**src/rtl/kmac_pkg.sv**
```systemverilog
// Shared types for the KMAC integer encoder: encoding mode, byte width and encoder FSM states.
package kmac_pkg;

  localparam int KMAC_BYTE_W = 8;

  typedef enum logic {
    ENC_RIGHT = 1'b0,
    ENC_LEFT  = 1'b1
  } kmac_enc_mode_t;

  typedef enum logic [1:0] {
    IDLE = 2'd0,
    HDR  = 2'd1,
    VAL  = 2'd2,
    TRL  = 2'd3
  } kmac_enc_state_t;

endpackage

```
**src/rtl/kmac_byte_len.sv**
```systemverilog
// Leading-nonzero-byte priority encoder: number of significant bytes of value, minimum 1.
module kmac_byte_len
  import kmac_pkg::*;
#(
  parameter int VAL_W = 64,
  parameter int CNT_W = $clog2(VAL_W / 8 + 1)
) (
  input  logic [VAL_W-1:0] value,
  output logic [CNT_W-1:0] n
);

  localparam int MAX_N = VAL_W / KMAC_BYTE_W;

  logic [MAX_N-1:0] byte_nz;

  genvar gi;
  generate
    for (gi = 0; gi < MAX_N; gi++) begin : g_nz
      assign byte_nz[gi] = |value[gi*KMAC_BYTE_W +: KMAC_BYTE_W];
    end
  endgenerate

  // Highest nonzero byte wins; an all-zero value still occupies one byte.
  always_comb begin
    n = CNT_W'(1);
    for (int i = 1; i < MAX_N; i++) begin
      if (byte_nz[i]) n = CNT_W'(i + 1);
    end
  end

endmodule

```
**src/rtl/kmac_encode_stream.sv**
```systemverilog
// Byte-serial SP 800-185 left_encode/right_encode generator with valid/ready output.
module kmac_encode_stream
  import kmac_pkg::*;
#(
  parameter int VAL_W = 64
) (
  input  logic             clk,
  input  logic             rst_n,
  input  logic             in_valid,
  output logic             in_ready,
  input  logic [VAL_W-1:0] in_value,
  input  logic             in_left,
  output logic             out_valid,
  input  logic             out_ready,
  output logic [7:0]       out_byte,
  output logic             out_last,
  output logic             busy
);

  localparam int MAX_N = VAL_W / KMAC_BYTE_W;
  localparam int CNT_W = $clog2(MAX_N + 1);

  generate
    if ((VAL_W % 8) != 0 || VAL_W < 8 || VAL_W > 2040) begin : g_bad_width
      $error("kmac_encode_stream: VAL_W must be a multiple of 8 in 8..2040");
    end
  endgenerate

  kmac_enc_state_t  state_reg, state_next;
  kmac_enc_mode_t   mode_reg, mode_next;
  logic [VAL_W-1:0] x_reg, x_next;
  logic [CNT_W-1:0] n_reg, n_next;
  logic [CNT_W-1:0] idx_reg, idx_next;
  logic             out_valid_reg, out_valid_next;
  logic [7:0]       out_byte_reg, out_byte_next;
  logic             out_last_reg, out_last_next;
  logic [CNT_W-1:0] len_n;
  logic [7:0]       sel_byte;
  logic             accept;
  logic             beat;

  kmac_byte_len #(
    .VAL_W(VAL_W),
    .CNT_W(CNT_W)
  ) u_byte_len (
    .value(in_value),
    .n    (len_n)
  );

  assign in_ready  = (state_reg == IDLE);
  assign busy      = (state_reg != IDLE);
  assign accept    = in_valid && in_ready;
  assign beat      = out_valid_reg && out_ready;
  assign out_valid = out_valid_reg;
  assign out_byte  = out_byte_reg;
  assign out_last  = out_last_reg;

  always_ff @(posedge clk or negedge rst_n) begin
    if (!rst_n) begin
      state_reg     <= IDLE;
      mode_reg      <= ENC_RIGHT;
      x_reg         <= '0;
      n_reg         <= '0;
      idx_reg       <= '0;
      out_valid_reg <= 1'b0;
      out_byte_reg  <= '0;
      out_last_reg  <= 1'b0;
    end else begin
      state_reg     <= state_next;
      mode_reg      <= mode_next;
      x_reg         <= x_next;
      n_reg         <= n_next;
      idx_reg       <= idx_next;
      out_valid_reg <= out_valid_next;
      out_byte_reg  <= out_byte_next;
      out_last_reg  <= out_last_next;
    end
  end

  always_comb begin
    state_next = state_reg;
    mode_next  = mode_reg;
    x_next     = x_reg;
    n_next     = n_reg;
    idx_next   = idx_reg;
    unique case (state_reg)
      IDLE: begin
        if (accept) begin
          x_next     = in_value;
          n_next     = len_n;
          mode_next  = kmac_enc_mode_t'(in_left);
          idx_next   = len_n - CNT_W'(1);
          state_next = in_left ? HDR : VAL;
        end
      end
      HDR: begin
        if (beat) state_next = VAL;
      end
      VAL: begin
        if (beat) begin
          if (idx_reg == '0) begin
            state_next = (mode_reg == ENC_LEFT) ? IDLE : TRL;
          end else begin
            idx_next = idx_reg - CNT_W'(1);
          end
        end
      end
      TRL: begin
        if (beat) state_next = IDLE;
      end
      default: state_next = IDLE;
    endcase
  end

  // Outputs are derived from the upcoming state so they can be registered without a bubble.
  always_comb begin
    sel_byte = '0;
    for (int i = 0; i < MAX_N; i++) begin
      if (idx_next == CNT_W'(i)) sel_byte = x_next[i*KMAC_BYTE_W +: KMAC_BYTE_W];
    end
  end

  always_comb begin
    out_valid_next = (state_next != IDLE);
    out_byte_next  = '0;
    out_last_next  = 1'b0;
    unique case (state_next)
      HDR: out_byte_next = 8'(n_next);
      VAL: begin
        out_byte_next = sel_byte;
        out_last_next = (mode_next == ENC_LEFT) && (idx_next == '0);
      end
      TRL: begin
        out_byte_next = 8'(n_next);
        out_last_next = 1'b1;
      end
      default: out_byte_next = '0;
    endcase
  end

endmodule

```
**config.mk**
```make
export PLATFORM = sky130hd
export DESIGN_NAME = kmac_encode_stream
export DESIGN_NICKNAME = d
export VERILOG_FILES = /design/src/rtl/kmac_pkg.sv /design/src/rtl/kmac_byte_len.sv /design/src/rtl/kmac_encode_stream.sv
export SDC_FILE = /design/constraint.sdc
export NUM_CORES = 1
export LEC_CHECK = 0
export CAP_MARGIN = 20
export CELL_PAD_IN_SITES_DETAIL_PLACEMENT = 1
export CELL_PAD_IN_SITES_GLOBAL_PLACEMENT = 2
export CORE_MARGIN = 1.5
export CORE_UTILIZATION = 35
export DETAILED_ROUTE_END_ITERATION = 8
export PLACE_DENSITY_LB_ADDON = 0.25
export SLEW_MARGIN = 20
export SYNTH_ARGS = -nofsm -noshare
export SYNTH_HDL_FRONTEND = slang
export SYNTH_SLANG_ARGS = --single-unit
export TNS_END_PERCENT = 30
```
**constraint.sdc**
```tcl
create_clock -name clk -period 7.25 [get_ports clk]
set_input_delay 0.725 -clock clk [delete_from_list [all_inputs] [get_ports clk]]
set_output_delay 0.725 -clock clk [all_outputs]
set_load 0.02 [all_outputs]
```
==> Word level (Yosys, flattened, before mapping) <==
Index checks and enable logic that the tools add are counted.
{ "totals": {"ff_bits": 85} }
{ "op_classes": {"add_sub_neg": 2, "n_eq_ne": 13, "n_mux": 35, "n_reduce_logical": 16} }
{ "ops": {"columns": ["op", "n"], "rows": [
  ["64-bit two-way mux", 2],
  ["8-bit two-way mux", 8],
  ["8-bit OR reduction", 7],
  ["4-bit two-way mux", 6],
  ["2-bit two-way mux", 9],
  ["4-bit by 3-bit equality test with 1-bit output (second input constant)", 4],
  ["8-bit one-hot mux with 2 select lines", 1],
  ["3-bit two-way mux", 4],
  ["2-bit equality test (second input constant)", 4],
  ["4-bit by 2-bit equality test with 1-bit output (second input constant)", 2],
  ["4-bit zero test", 2],
  ["2-bit one-hot mux with 4 select lines", 1],
  ["4-bit one-hot mux with 2 select lines", 1],
  ["4-bit by 1-bit subtractor with 4-bit output (second input constant)", 2],
  ["2-bit by 1-bit equality test with 1-bit output (second input constant)", 2],
  ["4-bit by 1-bit equality test with 1-bit output (second input constant)", 1],
  ["2-bit nonzero test", 2],
  ["1-bit logical AND", 3],
  ["2-bit zero test", 1],
  ["1-bit two-way mux", 2],
  ["1-bit one-hot mux with 2 select lines", 1],
  ["2-bit OR reduction", 1]
]} }

==> Logic depth before layout (Yosys ltp) <==
{ "logic_depth": {"depth_word": 21, "ltp_mapped": 13, "ltp_nobuf": 12} }

==> By module <==
Synthesis repeated with hierarchy kept, for this count alone.
{ "hier_totals": {"hier_cells": 375, "hier_area_um2": 4336.7} }
{ "by_module_without_submodules": {"columns": ["mod", "n_inst", "cells_per_inst", "area_per_inst_um2", "seq_area_each_um2"], "rows": [
  ["kmac_encode_stream", 1, 346, 4157.7, 2127.0],
  ["kmac_byte_len", 1, 29, 178.9, 0.0]
]} }

==> Worst setup path after synthesis <==
OpenSTA, ideal clock, no wires.
{ "synth_path": {"path_kind": "in2reg", "from": "input port in_value[12]", "to": "register out_byte_reg[7], in the netlist out_byte[7]", "setup_ns": 0.122, "arrival_ns": 3.211, "t_required_ns": 7.128, "setup_slack_ns": 3.917, "path_stages": 13, "path_cell_list": "or4_1 nor2_1 a311oi_1 o41ai_1 ha_1 o211a_1 buf_6 inv_2 or2_1 buf_6 nor2_1 a221o_1 a32o_1"} }
{ "synth_via": {"elab_chain_len": 21, "elab_cells_between_ends": 28, "classes_between": "1 x add/sub; 7 x eq/ne; 18 x mux; 2 x reduce/logical"} }
{ "synth_rtl": {"columns": ["item", "line_no", "text"], "rows": [
  ["from (decl)", "kmac_encode_stream.sv:11", "input logic [VAL_W-1:0] in_value,"],
  ["8-bit OR reduction (*)", "kmac_byte_len.sv:19", "assign byte_nz[gi] = |value[gi*KMAC_BYTE_W +: KMAC_BYTE_W];"],
  ["2-bit two-way mux (*) (2 in a row)", "kmac_byte_len.sv:27", "if (byte_nz[i]) n = CNT_W'(i + 1);"],
  ["3-bit two-way mux (*) (4 in a row)", "kmac_byte_len.sv:27", null],
  ["4-bit two-way mux (*)", "kmac_byte_len.sv:27", null],
  ["4-bit by 1-bit subtractor with 4-bit output (*)", "kmac_encode_stream.sv:92", "idx_next = len_n - CNT_W'(1);"],
  ["4-bit two-way mux (*)", "kmac_encode_stream.sv:88", "if (accept) begin"],
  ["4-bit one-hot mux with 2 select lines (*)", "kmac_encode_stream.sv:86", "unique case (state_reg)"],
  ["4-bit zero test", "kmac_encode_stream.sv:119", "if (idx_next == CNT_W'(i)) sel_byte = x_next[i*KMAC_BYTE_W +: KMAC_BYTE_W];"],
  ["8-bit two-way mux (7 in a row)", "kmac_encode_stream.sv:119", null],
  ["8-bit two-way mux (*)", "kmac_encode_stream.sv:119", null],
  ["8-bit one-hot mux with 2 select lines (*)", "kmac_encode_stream.sv:127", "unique case (state_next)"],
  ["named net out_byte_next[7]", "kmac_encode_stream.sv:35", "logic [7:0] out_byte_reg, out_byte_next;"],
  ["to (signal assigned)", "kmac_encode_stream.sv:75", "out_byte_reg <= out_byte_next;"],
  ["to (decl)", "kmac_encode_stream.sv:35", null]
]} }
The timed path passes the listed nets; every way through them passes the cells marked *.

==> Worst setup path in the final report <==
{ "layout_path": {"from": "input port in_value[17]", "to": "register out_byte_reg[2], in the netlist out_byte[2]"} }
{ "layout_via": {"elab_chain_len": 20, "elab_cells_between_ends": 27, "classes_between": "1 x add/sub; 7 x eq/ne; 17 x mux; 2 x reduce/logical"} }
{ "layout_rtl": {"columns": ["item", "line_no"], "rows": [
  ["8-bit OR reduction (*)", "kmac_byte_len.sv:19"],
  ["2-bit two-way mux (*)", "kmac_byte_len.sv:27"],
  ["3-bit two-way mux (*) (4 in a row)", "kmac_byte_len.sv:27"],
  ["4-bit two-way mux (*)", "kmac_byte_len.sv:27"],
  ["4-bit by 1-bit subtractor with 4-bit output (*)", "kmac_encode_stream.sv:92"],
  ["4-bit two-way mux (*)", "kmac_encode_stream.sv:88"],
  ["4-bit one-hot mux with 2 select lines (*)", "kmac_encode_stream.sv:86"],
  ["4-bit zero test", "kmac_encode_stream.sv:119"],
  ["8-bit two-way mux (7 in a row)", "kmac_encode_stream.sv:119"],
  ["8-bit two-way mux (*)", "kmac_encode_stream.sv:119"],
  ["8-bit one-hot mux with 2 select lines (*)", "kmac_encode_stream.sv:127"],
  ["named net out_byte_next[2]", "kmac_encode_stream.sv:35"]
]} }
Marked as above.

==> flow_summary.toml <==
[status]
status = "complete, no violations"

[critical_path]
required_ns = 7.48
worstPathArrival_ns = 5.17
worstPathMaxFanout = 29
r2r-end = "out_byte[2]"
crit_path_start_kind = "primary input"
reg2reg_depth = 9
endpoint_kind = "flip-flop"
r2r_slack_ns = 3.26
r2r_start = "state_reg[1]"
critPathKind = "primary input to flip-flop"

[timing]
maxSlewViolCount = 0
timing.final.crit_share_pct = 68.2
max_freq_mhz = 202
slew_headroom_pct = 39.9
worstMarginPinSlew_ns = 0.901
rsz0062_at_grt = "no"
hold_violations = 0
period_needed_ns = 4.94
setup_tns_ns = 0
fin_ws_ns = 2.31
finalSetupViolCount = 0
fin_skew_ns = 0.00848

[floorplanning]
start_util_pct = 36.5
core-area_mm2 = 0.0122
num_io_pins = 81
dieArea_mm2 = 0.0133
rows = 40
die_w_um = 116
die_h_um = 116

[job]
maxCapViolCount = 0

[power]
p_switching_uw = 894
ir_drop_uv = 131
power.share.switching_pct = 39.9
pwr-share-clk_pct = 20.5
p_seq_share_pct = 33.9
p_per_area_mw_per_mm2 = 401
p_leak_nw = 2.48
p_int_mw = 1.35
combPwrFrac_pct = 45.6

[clock_tree]
ctsResizeCount = 0
cts_buffer_depth = 2
cts_tree = "built"
numCtsBuffers = 9
clkTransAtPathRegs_ns = 0.06
cts.sinks = 85
cts-root-buf = "clkbuf_16"
cts_setup_buffers = 0
clk_latency_ns = 0.35
ctsHoldBuffers = 0
ctsHtreeMaxLevel = 3

[synthesis]
synth_area_leaders = "dfrtp_1, nand2_1, mux2i_1"
synth_edf_count = 0
ys_ff_latch = 85
ys_types = 61
synthesis.nets = 543
yosys_warnings = 0
synth_common_cells = "nand2_1, dfrtp_1, inv_1, clkbuf_1, mux2i_1"
synth_flop_cell = "dfrtp_1"
yosys.area.top_type = "dfrtp_1"
yosysMostFrequentCell = "nand2_1"
ys_seq_area_share_pct = 48.0
synth_area_mm2 = 0.00443
synthCells = 472
synth_area_per_cell_um2 = 9.39
async_reset_ff_share_pct = 100
synth_top_cell_area_share_pct = 48.0

[finish]
largest_reg_flops = 64
diodes = 0
finalInstanceArea_mm2 = 0.00559
final_layout_size_suffix_gt1_share_pct = 7.95
area_delta_synth_final_pct = 26.1
nets = 607

[routing]
vias_per_cell = 5.27
dr.pass1.iters = 4
drt_iter0_markers = 127
wl_per_cell_um = 18.8
postRouteAntennaNets = 0
vias = 3734
drt-total-wl_um = 13300
drc_errors = 0

[place]
place_area_mm2 = 0.00530
post-place-ws_ns = 1.99
place.gp.congestion = 0.860
hpwl_um = 9930
portBuffers = 80

[global_routing]
grt_pass1_wl_um = 21300
track_usage_pct = 21.4
grt_max_degree = 52
grt_pass1_vias = 3979
overflow = 0
antenna_found_initial = 0

[min_path]
min_path_type = "primary input to asynchronous set/reset pin"
[cell type report]
class | count | area [µm²]
fillers | 1381 | 6570
flip-flops and latches | 85 | 2130
multi-input cells | 338 | 2070
repair buffers | 83 | 821
clock buffers | 15 | 258
well taps | 168 | 210
inverters | 19 | 71.3
clock inverters | 1 | 30.0
[critical path: stages]
cell and delay (ns):
clkdlybuf4s50_1 0.44, nor4_1 0.64, o211ai_1 0.23, a221oi_1 0.53, nand2b_1 0.20, ha_1 0.16
and2_1 0.13, o311a_1 0.39, a211o_1 0.75, inv_2 0.30, mux2_2 0.35, o211ai_1 0.20
o211ai_1 0.11
[metal layers]
layer | GRT usage (%) | vias up | share of wire (%) | wire, µm
met5 | 0 | - | 0 | 0
met4 | 9.63 | 0 | 2.5 | 340
met3 | 3.09 | 20 | 3.8 | 505
met2 | 35.7 | 78 | 48 | 6350
met1 | 27.8 | 1830 | 46 | 6150
li1 | - | 1806 | - | -
[cells by family after synthesis]
group / after synthesis / synth area share [%]
AOI/OAI and AO/OA: 91 / 16.5
buffers and inverters: 49 / 5.48
DFF: 85 / 48.0
and+or+nand+nor: 220 / 23.6
adders and majority gates: 2 / 0.564
muxes: 25 / 5.96
[layout by cell type, fill, tap and decap left out, drive strengths merged, types with 5 or more instances in the layout]
| cell | count |
|---|---|
| mux2 | 11 |
| inv | 19 |
| clkbuf | 15 |
| nand2b | 6 |
| a2111oi | 10 |
| mux2i | 14 |
| nand4 | 5 |
| or4 | 6 |
| nor4 | 14 |
| a211oi | 9 |
| nor2 | 10 |
| o21ai | 14 |
| nand2 | 151 |
| dfrtp | 85 |
| clkdlybuf4s50 | 79 |
| a21oi | 6 |
| nor3 | 9 |
| o41ai | 5 |
| o21bai | 9 |
| o211ai | 8 |
[through the flow]
step / hold slack, ns / std cells / power, mW / utilization, %
after global placement: 0.454 / 693 / 1.76 / 43.6
after detailed placement: 0.465 / 693 / 1.79 / 43.6
final: 0.354 / 709 / 2.24 / 46.0
after CTS: 0.380 / 709 / 2.26 / 45.9
after floorplan: 0.429 / 472 / 1.48 / -
after global routing: 0.402 / 709 / 2.40 / 46.0
[power groups by stage]
stage,clock (mW),combinational (mW),sequential [mW]
global placement,0,0.997,0.760
finish,0.460,1.02,0.760
detailed placement,0,1.02,0.770
global route,0.488,1.13,0.782
floorplan,0,0.716,0.762
CTS,0.468,1.03,0.762
[worst max-delay path by stage]
stage                  end  depth (start not counted)         start  slack [ns]
2_1_floorplan  out_byte[7]                         13  in_value[12]        3.92
3_3_place_gp   out_byte[2]                         13  in_value[20]        2.07
3_5_place_dp   out_byte[2]                         13  in_value[20]        1.99
4_1_cts        out_byte[2]                         13  in_value[17]        2.35
5_1_grt        out_byte[2]                         13  in_value[20]        2.03
6_report       out_byte[2]                         13  in_value[17]        2.31
No activity file was read; power rests on OpenSTA's default activity.
